$ cat config.mk
export PLATFORM = sky130hd
export DESIGN_NAME = bin_rtc
export DESIGN_NICKNAME = d
export VERILOG_FILES = /design/src/rtl/bin_rtc_pkg.sv /design/src/rtl/bin_rtc_wrap_ctr.sv /design/src/rtl/bin_rtc.sv
export SDC_FILE = /design/constraint.sdc
export NUM_CORES = 1
export LEC_CHECK = 0
export BUFFER_PORTS_ARGS = -buffer_cell sky130_fd_sc_hd__buf_2
export CAP_MARGIN = 20
export CORE_ASPECT_RATIO = 2
export CORE_MARGIN = 2
export CORE_UTILIZATION = 45
export CTS_BUF_LIST = sky130_fd_sc_hd__clkbuf_8
export CTS_CLUSTER_SIZE = 20
export DETAILED_ROUTE_END_ITERATION = 8
export PLACE_DENSITY_LB_ADDON = 0.08
export SYNTH_ARGS = -nofsm -noshare
export SYNTH_HDL_FRONTEND = slang
export SYNTH_HIERARCHICAL = 1
export SYNTH_SLANG_ARGS = --single-unit
$ cat constraint.sdc
create_clock -name clk_i -period 5.6 [get_ports clk_i]
set_input_delay 0.84 -clock clk_i [delete_from_list [all_inputs] [get_ports clk_i]]
set_output_delay 0.84 -clock clk_i [all_outputs]
set_load 0.01 [all_outputs]
$ cat src/rtl/bin_rtc_pkg.sv
// bin_rtc_pkg: shared constants, set-target encoding and 12 h display helper
// for the binary real-time clock.
package bin_rtc_pkg;

  localparam int SEC_MAX  = 59;
  localparam int MIN_MAX  = 59;
  localparam int HOUR_MAX = 23;

  typedef enum logic {
    TGT_TIME  = 1'b0,
    TGT_ALARM = 1'b1
  } target_e;

  // Maps an internal 0-23 hour to {pm, 1-12 display hour}.
  function automatic logic [5:0] to_12h(input logic [4:0] h);
    logic       pm;
    logic [4:0] m;
    pm = (h >= 5'd12);
    m  = pm ? (h - 5'd12) : h;
    return {pm, (m == 5'd0) ? 5'd12 : m};
  endfunction

endpackage

$ cat src/rtl/bin_rtc_wrap_ctr.sv
// bin_rtc_wrap_ctr: mod-(MAX+1) up/down counter.
//   clk_i    system clock
//   reset_i  asynchronous active-high reset (count -> 0)
//   inc_i    step up, MAX wraps to 0 (wins if inc_i and dec_i coincide)
//   dec_i    step down, 0 wraps to MAX
//   count_o  current value
//   carry_o  high when this cycle's increment wraps MAX -> 0
module bin_rtc_wrap_ctr #(
  parameter int MAX = 59,
  parameter int W   = 6
) (
  input  logic         clk_i,
  input  logic         reset_i,
  input  logic         inc_i,
  input  logic         dec_i,
  output logic [W-1:0] count_o,
  output logic         carry_o
);

  localparam logic [W-1:0] TOP = W'(MAX);

  assign carry_o = inc_i && (count_o == TOP);

  always_ff @(posedge clk_i or posedge reset_i) begin
    if (reset_i) begin
      count_o <= '0;
    end else if (inc_i) begin
      count_o <= (count_o == TOP) ? '0 : count_o + W'(1);
    end else if (dec_i) begin
      count_o <= (count_o == '0) ? TOP : count_o - W'(1);
    end
  end

endmodule

$ cat src/rtl/bin_rtc.sv
// bin_rtc: binary real-time clock with 12/24 h display, set stepping and an
// hh:mm alarm.
//   CLK_HZ        input clock frequency in Hz (>= 2)
//   clk_i         system clock
//   reset_i       asynchronous active-high reset
//   time_set_i    1 = set mode (counting frozen), 0 = run
//   id_switch_i   step direction: 1 = increment, 0 = decrement
//   hour_id_i     hour step request (rising edge)
//   minute_id_i   minute step request (rising edge)
//   seconds_id_i  seconds step request (rising edge)
//   target_sel_i  set-mode target: 0 = time, 1 = alarm
//   mode_24h_i    1 = 24 h display, 0 = 12 h display
//   alarm_en_i    alarm enable
//   hour_o, minute_o, seconds_o, pm_o   displayed time (or alarm while editing it)
//   tick_o        one-cycle pulse per elapsed second
//   alarm_o       one-cycle alarm-match pulse
module bin_rtc #(
  parameter int CLK_HZ = 100
) (
  input  logic       clk_i,
  input  logic       reset_i,
  input  logic       time_set_i,
  input  logic       id_switch_i,
  input  logic       hour_id_i,
  input  logic       minute_id_i,
  input  logic       seconds_id_i,
  input  logic       target_sel_i,
  input  logic       mode_24h_i,
  input  logic       alarm_en_i,
  output logic [4:0] hour_o,
  output logic [5:0] minute_o,
  output logic [5:0] seconds_o,
  output logic       pm_o,
  output logic       tick_o,
  output logic       alarm_o
);
  import bin_rtc_pkg::*;

  localparam int             PW       = $clog2(CLK_HZ);
  localparam logic [PW-1:0]  PRE_LAST = PW'(CLK_HZ - 1);

  logic [PW-1:0] presc;
  logic          tick_en;
  logic          hour_prev, min_prev, sec_prev;
  logic          hour_edge, min_edge, sec_edge;
  logic          sec_step, min_step, hour_step;
  logic          to_alarm;
  target_e       tgt;

  logic       sec_inc, sec_dec, min_inc, min_dec, hour_inc, hour_dec;
  logic       amin_inc, amin_dec, ahour_inc, ahour_dec;
  logic       sec_carry, min_carry, hour_carry;
  logic       amin_carry_unused, ahour_carry_unused;
  logic [5:0] sec, min, amin;
  logic [4:0] hour, ahour;
  logic [5:0] next_min;
  logic [4:0] next_hour;
  logic       alarm_hit;

  assign tick_en = !time_set_i && (presc == PRE_LAST);

  // Prescaler is parked at 0 in set mode so leaving set mode starts a full second.
  always_ff @(posedge clk_i or posedge reset_i) begin
    if (reset_i) begin
      presc <= '0;
    end else if (time_set_i || tick_en) begin
      presc <= '0;
    end else begin
      presc <= presc + PW'(1);
    end
  end

  always_ff @(posedge clk_i or posedge reset_i) begin
    if (reset_i) begin
      hour_prev <= 1'b0;
      min_prev  <= 1'b0;
      sec_prev  <= 1'b0;
    end else begin
      hour_prev <= hour_id_i;
      min_prev  <= minute_id_i;
      sec_prev  <= seconds_id_i;
    end
  end

  assign hour_edge = hour_id_i && !hour_prev;
  assign min_edge  = minute_id_i && !min_prev;
  assign sec_edge  = seconds_id_i && !sec_prev;

  // One step per cycle; a seconds edge consumes the cycle even when it is
  // ignored for the alarm target.
  assign sec_step  = time_set_i && sec_edge;
  assign min_step  = time_set_i && !sec_edge && min_edge;
  assign hour_step = time_set_i && !sec_edge && !min_edge && hour_edge;

  assign tgt      = target_e'(target_sel_i);
  assign to_alarm = (tgt == TGT_ALARM);

  // Run-mode carries chain combinationally so a full rollover lands on one edge.
  assign sec_inc  = tick_en || (sec_step && !to_alarm && id_switch_i);
  assign sec_dec  = sec_step && !to_alarm && !id_switch_i;
  assign min_inc  = (tick_en && sec_carry) || (min_step && !to_alarm && id_switch_i);
  assign min_dec  = min_step && !to_alarm && !id_switch_i;
  assign hour_inc = (tick_en && min_carry) || (hour_step && !to_alarm && id_switch_i);
  assign hour_dec = hour_step && !to_alarm && !id_switch_i;

  assign amin_inc  = min_step && to_alarm && id_switch_i;
  assign amin_dec  = min_step && to_alarm && !id_switch_i;
  assign ahour_inc = hour_step && to_alarm && id_switch_i;
  assign ahour_dec = hour_step && to_alarm && !id_switch_i;

  bin_rtc_wrap_ctr #(.MAX(SEC_MAX), .W(6)) u_sec (
    .clk_i(clk_i), .reset_i(reset_i), .inc_i(sec_inc), .dec_i(sec_dec),
    .count_o(sec), .carry_o(sec_carry)
  );

  bin_rtc_wrap_ctr #(.MAX(MIN_MAX), .W(6)) u_min (
    .clk_i(clk_i), .reset_i(reset_i), .inc_i(min_inc), .dec_i(min_dec),
    .count_o(min), .carry_o(min_carry)
  );

  bin_rtc_wrap_ctr #(.MAX(HOUR_MAX), .W(5)) u_hour (
    .clk_i(clk_i), .reset_i(reset_i), .inc_i(hour_inc), .dec_i(hour_dec),
    .count_o(hour), .carry_o(hour_carry)
  );

  bin_rtc_wrap_ctr #(.MAX(MIN_MAX), .W(6)) u_amin (
    .clk_i(clk_i), .reset_i(reset_i), .inc_i(amin_inc), .dec_i(amin_dec),
    .count_o(amin), .carry_o(amin_carry_unused)
  );

  bin_rtc_wrap_ctr #(.MAX(HOUR_MAX), .W(5)) u_ahour (
    .clk_i(clk_i), .reset_i(reset_i), .inc_i(ahour_inc), .dec_i(ahour_dec),
    .count_o(ahour), .carry_o(ahour_carry_unused)
  );

  // Time as it will be after this tick, so the registered alarm pulse lines
  // up with the new hh:mm:00 appearing on the outputs.
  assign next_min  = min_carry  ? 6'd0 : min  + {5'd0, min_inc};
  assign next_hour = hour_carry ? 5'd0 : hour + {4'd0, hour_inc};
  assign alarm_hit = tick_en && sec_carry && alarm_en_i &&
                     (next_min == amin) && (next_hour == ahour);

  always_ff @(posedge clk_i or posedge reset_i) begin
    if (reset_i) begin
      tick_o  <= 1'b0;
      alarm_o <= 1'b0;
    end else begin
      tick_o  <= tick_en;
      alarm_o <= alarm_hit;
    end
  end

  logic       show_alarm;
  logic [4:0] disp_h;
  logic [5:0] h12;

  assign show_alarm = time_set_i && to_alarm;
  assign disp_h     = show_alarm ? ahour : hour;
  assign h12        = to_12h(disp_h);

  always_comb begin
    minute_o  = show_alarm ? amin : min;
    seconds_o = show_alarm ? 6'd0 : sec;
    if (mode_24h_i) begin
      hour_o = disp_h;
      pm_o   = 1'b0;
    end else begin
      hour_o = h12[4:0];
      pm_o   = h12[5];
    end
  end

endmodule

# After elaboration in Yosys (flattened, before gate mapping)
# Index checks and enable logic that the tools add are counted.
[totals]
register_bits = 40
elab_cells = 120
[classes]
n_addsub = 14
order_cmp = 1
n_eq_ne = 8
n_mux = 30
reduce_logical = 56
[op_table]
columns = ["operator", "count"]
rows = [
  ["$mux W6", 15],
  ["$mux W5", 13],
  ["$logic_and A1 B1 Y1", 33],
  ["$add A6 B1 Y6 const B", 3],
  ["$eq A6 B6 Y1 const B", 3],
  ["$logic_not A6 Y1", 3],
  ["$sub A6 B1 Y6 const B", 3],
  ["$logic_not A5 Y1", 3],
  ["$add A5 B1 Y5 const B", 2],
  ["$eq A5 B5 Y1 const B", 2],
  ["$reduce_bool A2 Y1", 5],
  ["$sub A5 B1 Y5 const B", 2],
  ["$logic_not A1 Y1", 8],
  ["$add A7 B1 Y7 const B", 1],
  ["$eq A7 B7 Y1 const B", 1],
  ["$mux W7", 1],
  ["$add A6 B1 Y6", 1],
  ["$eq A6 B6 Y1", 1],
  ["$add A5 B1 Y5", 1],
  ["$eq A5 B5 Y1", 1],
  ["$ge A5 B4 Y1 const B", 1],
  ["$sub A5 B4 Y5 const B", 1],
  ["$logic_or A1 B1 Y1", 4],
  ["$mux W1", 1],
]

# Depth between registers and ports, before layout
[logic_depth]
depth_word = 16
ltp_mapped = 20

# Modules after synthesis
# Netlist, hierarchy kept.
[modules_own_cells]
columns = ["module", "instances", "cells_per_inst", "area_per_inst_um2"]
rows = [
  ["bin_rtc_wrap_ctr at u_amin ...", 3, 70, 555.5],
  ["bin_rtc", 1, 157, 1346.3],
  ["bin_rtc_wrap_ctr at u_ahour ...", 2, 41, 387.9],
]

# Worst setup path before layout
# No wires, ideal clock.
[synth_timing]
path_type = "input port to flip-flop"
from = "in time_set_i"
to = "reg alarm_o"
setup_ns = 0.096
arrival_time_ns = 4.172
required_time_ns = 5.504
path_slack_ns = 1.332
cell_stages = 20
n_path_buf = 5
path_cell_list = "buf_4 -> and4b_4 -> o21bai_1 -> buf_4 -> and3_2 -> nand2_2 -> o21ai_0 -> buf_4 -> and3_2 -> clkbuf_1 -> nand2_1 -> o21ai_0 -> buf_6 -> inv_1 -> nor2_1 -> nor2b_1 -> mux2i_1 -> xor2_1 -> nand4_1 -> nor4_2"
[synth_between]
word_cells_on_any_way = 30
[synth_rtl]
columns = ["item", "line", "text"]
rows = [
  ["start: declaration", "bin_rtc.sv:22", "input logic time_set_i,"],
  ["$logic_not A1 Y1", "bin_rtc.sv:60", "assign tick_en = !time_set_i && (presc == PRE_LAST);"],
  ["$logic_and A1 B1 Y1", "bin_rtc.sv:60", ""],
  ["via tick_en", "bin_rtc.sv:43", "logic tick_en;"],
  ["$logic_or A1 B1 Y1", "bin_rtc.sv:99", "assign sec_inc = tick_en || (sec_step && !to_alarm && id_switch_i);"],
  ["via sec_inc", "bin_rtc.sv:50", "logic sec_inc, sec_dec, min_inc, min_dec, hour_inc, hour_dec;"],
  ["$logic_and A1 B1 Y1", "bin_rtc_wrap_ctr.sv:22", "assign carry_o = inc_i && (count_o == TOP);"],
  ["via sec_carry", "bin_rtc.sv:52", "logic sec_carry, min_carry, hour_carry;"],
  ["$logic_and A1 B1 Y1", "bin_rtc.sv:101", "assign min_inc = (tick_en && sec_carry) || (min_step && !to_alarm && id_switch_i);"],
  ["[... 1 more ...]", "-", ""],
  ["via min_inc", "bin_rtc.sv:50", ""],
  ["[... 1 more ...]", "-", ""],
  ["via min_carry", "bin_rtc.sv:52", ""],
  ["[... 1 more ...]", "-", ""],
  ["$logic_or A1 B1 Y1", "bin_rtc.sv:103", "assign hour_inc = (tick_en && min_carry) || (hour_step && !to_alarm && id_switch_i);"],
  ["via hour_inc", "bin_rtc.sv:50", ""],
  ["$logic_and A1 B1 Y1", "bin_rtc_wrap_ctr.sv:22", ""],
  ["via hour_carry", "bin_rtc.sv:52", ""],
  ["$mux W5", "bin_rtc.sv:139", "assign next_hour = hour_carry ? 5'd0 : hour + {4'd0, hour_inc};"],
  ["$eq A5 B5 Y1", "bin_rtc.sv:141", "(next_min == amin) && (next_hour == ahour);"],
  ["$logic_and A1 B1 Y1", "bin_rtc.sv:141", ""],
  ["via alarm_hit", "bin_rtc.sv:58", "logic alarm_hit;"],
  ["end signal: assignment", "bin_rtc.sv:149", "alarm_o <= alarm_hit;"],
  ["end: declaration", "bin_rtc.sv:35", "output logic alarm_o"],
]
# The timed path passes the listed nets, and every way through them passes these cells.
# A chain may end at the register's enable or synchronous reset.

# Worst setup path after layout
[layout_timing]
from = "in target_sel_i"
to = "reg alarm_o"
[layout_between]
elab_chain_len = 14
word_cells_on_any_way = 24
[layout_rtl]
columns = ["item", "line", "text"]
rows = [
  ["start: declaration", "bin_rtc.sv:27", "input logic target_sel_i,"],
  ["$logic_not A1 Y1", "bin_rtc.sv:99", ""],
  ["$logic_and A1 B1 Y1 (2 in a row)", "bin_rtc.sv:99", ""],
  ["$logic_or A1 B1 Y1", "bin_rtc.sv:99", ""],
  ["via sec_inc", "bin_rtc.sv:50", ""],
  ["$logic_and A1 B1 Y1", "bin_rtc_wrap_ctr.sv:22", ""],
  ["via sec_carry", "bin_rtc.sv:52", ""],
  ["$logic_and A1 B1 Y1", "bin_rtc.sv:101", ""],
  ["$logic_or A1 B1 Y1", "bin_rtc.sv:101", ""],
  ["via min_inc", "bin_rtc.sv:50", ""],
  ["[... 1 more ...]", "-", ""],
  ["via min_carry", "bin_rtc.sv:52", ""],
  ["[... 1 more ...]", "-", ""],
  ["$logic_or A1 B1 Y1", "bin_rtc.sv:103", ""],
  ["via hour_inc", "bin_rtc.sv:50", ""],
  ["$logic_and A1 B1 Y1", "bin_rtc_wrap_ctr.sv:22", ""],
  ["via hour_carry", "bin_rtc.sv:52", ""],
  ["$mux W5", "bin_rtc.sv:139", ""],
  ["$eq A5 B5 Y1", "bin_rtc.sv:141", ""],
  ["$logic_and A1 B1 Y1", "bin_rtc.sv:141", ""],
  ["via alarm_hit", "bin_rtc.sv:58", ""],
]
# The timed path passes the listed nets, and every way through them passes these cells.

==> summary.md <==
| Metric | Value |
|---|---|
| CTS root buffer | `clkbuf_8` |
| Worst reg2reg setup slack | `1.36 ns` |
| Clock network fraction of total power | `12.5%` |
| Die Width | `68.8 microns` |
| Worst Setup EP | `alarm_o` |
| Comb pwr share | `46.2%` |
| Total grt overflow | `0` |
| CTS sink cnt | `40` |
| Sequential power share | `41.2%` |
| Fin nets | `491` |
| Crit share post-route | `77.2%` |
| Switching part of the total | `48.4%` |
| Post-CTS setup buffers | `0` |
| Routed WL | `9340 microns` |
| Worst R2R Path Depth | `18` |
| Total Routing Usage GR | `21.6%` |
| Max_slew headroom | `36.8%` |
| Arrival @ worst endpoint | `4.54 ns` |
| Worst R2R End | `alarm_o` |
| RSZ-0062 raised after global routing | `no` |
| # hold bufs at CTS | `0` |
| Syn avg cell area | `8.44 sq um` |
| Core Rows | `47` |
| Psw | `0.805 mW` |
| Critical Path Start Type | `primary input` |
| Number of global-route vias before repair | `3222` |
| Die Ht | `134 microns` |
| Worst Skew | `0.00852 ns` |
| Internal power | `0.858 mW` |
| Hold depth | `1` |
| Cell count after synthesis | `448` |
| DIE AREA | `9200 sq um` |
| HPWL after DPL | `6840 microns` |
| Worst-path clk slew | `0.08 ns` |
| Cts bufs inserted | `5` |
| Status | `complete, no violations` |
| Nature of the critical path endpoint | `flip-flop` |
| Synthesis Warnings | `6` |
| Post-DR wirelength/cell | `16.7 microns` |
| Final core occ | `48.4%` |
| Pwr dens | `417 nW/um^2` |
| Final Hold Viols | `0` |
| First-pass GRT wire length | `15500 microns` |
| Vias | `3418` |
| Setup TNS Final | `0 ns` |
| RR Startpoint | `presc[3]` |
| CP required | `5.82 ns` |
| DRC viols | `0` |
| Setup crit start | `target_sel_i` |
| Post-Synthesis Cell Area | `3780 sq um` |
| Worst-margin pin slew | `0.945 ns` |
| Initial Util | `45.9%` |
| Final Critical Period | `4.32 ns` |
| Antenna fix cells | `0` |
| Share of cells above drive strength 1 | `16.2%` |
| IO Port Bufs | `29` |
| Max Clk Rate | `0.231 GHz` |
| Router iterations before antenna repair | `5` |
| Count of pins over their slew limit | `0` |
| RD Place Congestion | `0.879` |
| Initial antenna violation count | `0` |
| Syn_nets | `477` |
| Hold Crit Class | `reg -> reg` |
| Clk_lat worst skew | `0.30 ns` |
| Post-cts repair resize count | `0` |
| Max_cap viols | `0` |
| Crit Path Max Fanout | `16` |
| Number of DRC markers in iteration 0 | `227` |
| Maximum VDD drop | `0.000178 V` |
| H-Tree Depth | `2` |
| Num ports | `30` |
| Area delta synth->final | `5.49%` |
| CP Class | `in -> reg` |
| Placeable Area | `8230 sq um` |
| Setup violators final | `0` |
| Clk buf depth | `2` |
| Pin count of the biggest net entering global routing | `20` |
| LEAKAGE | `1.71 nW` |
| CTS tree | `built` |
| Vias/cell | `6.09` |
| Antenna Violating Nets Remaining | `0` |
[worst min path at each step]
stage	from	slack, ns	endpoint
floorplan	presc[0]	0.43	presc[0]
global placement	presc[0]	0.44	presc[0]
CTS	presc[0]	0.48	presc[0]
detailed placement	presc[0]	0.47	presc[0]
global route	presc[0]	0.49	presc[0]
finish	presc[0]	0.48	presc[0]
[sequential cells by signal, summed over array words and instances, names as in the netlist]
name	flops
hour_prev	1
u_hour/count_o	5
sec_prev	1
alarm_o	1
u_amin/count_o	6
min_prev	1
u_min/count_o	6
tick_o	1
presc	7
u_sec/count_o	6
u_ahour/count_o	5
[through the flow]
step / cell area, sq um / setup slack (ns) / power (mW) / hold WS, ns / instances
after floorplan: 3780 / 1.33 / 1.26 / 0.425 / 448
after global placement: 3870 / 0.890 / 1.44 / 0.441 / 550
after detailed placement: 3870 / 0.701 / 1.46 / 0.468 / 550
after CTS: 3970 / 1.03 / 1.67 / 0.480 / 558
after global routing: 3990 / 0.853 / 1.82 / 0.490 / 561
final: 3990 / 1.28 / 1.66 / 0.478 / 561
[placed cells by master, fill, tap and decap left out, types with 8 or more instances in the layout]
cell type	n
nand3_1	23
mux2_2	10
a21oi_1	19
a311oi_1	9
o21ai_0	25
inv_1	25
dfrtp_1	40
nor2_1	51
nor3b_1	10
nor3_1	16
and2_1	8
buf_2	29
xnor2_1	12
nor2b_1	11
ha_1	19
nand2_1	25
[cell type report]
type / count / area, sq um
multi-input cells: 358 / 2510
clock buffers: 6 / 82.6
well taps: 98 / 123
inverters: 24 / 90.1
clock inverters: 2 / 11.3
fillers: 846 / 4240
flip-flops and latches: 40 / 1000
repair buffers: 33 / 175
[per-layer routing]
metal,GRT usage [%],vias to the layer above,wire length [microns]
li1,-,1663,-
met1,26.0,1639,3780
met2,37.8,101,5000
met3,2.70,15,346
met4,7.84,0,216
met5,0,-,0
[worst max-delay path, stage by stage]
cell and delay [ns]:
buf_2 0.16, nand2b_1 0.18, o21bai_1 0.76, and3_2 0.34, nand2_2 0.05, o21ai_0 0.07
buf_4 0.23, and3_2 0.30, nand2_1 0.06, o21ai_0 0.08, clkbuf_4 0.22, inv_1 0.07
nor2_1 0.37, nor2b_1 0.10, mux2i_1 0.19, xor2_1 0.16, nand4_1 0.13, nor4_2 0.20
[power groups by stage]
stage          registers (mW)  clock network, mW  logic [mW]
2_1_floorplan           0.523                  0       0.736
3_3_place_gp            0.689                  0       0.755
3_5_place_dp            0.691                  0       0.765
4_1_cts                 0.686              0.216       0.770
5_1_grt                 0.723              0.228       0.869
6_report                0.686              0.208       0.769
No activity file was read; power rests on OpenSTA's default activity.
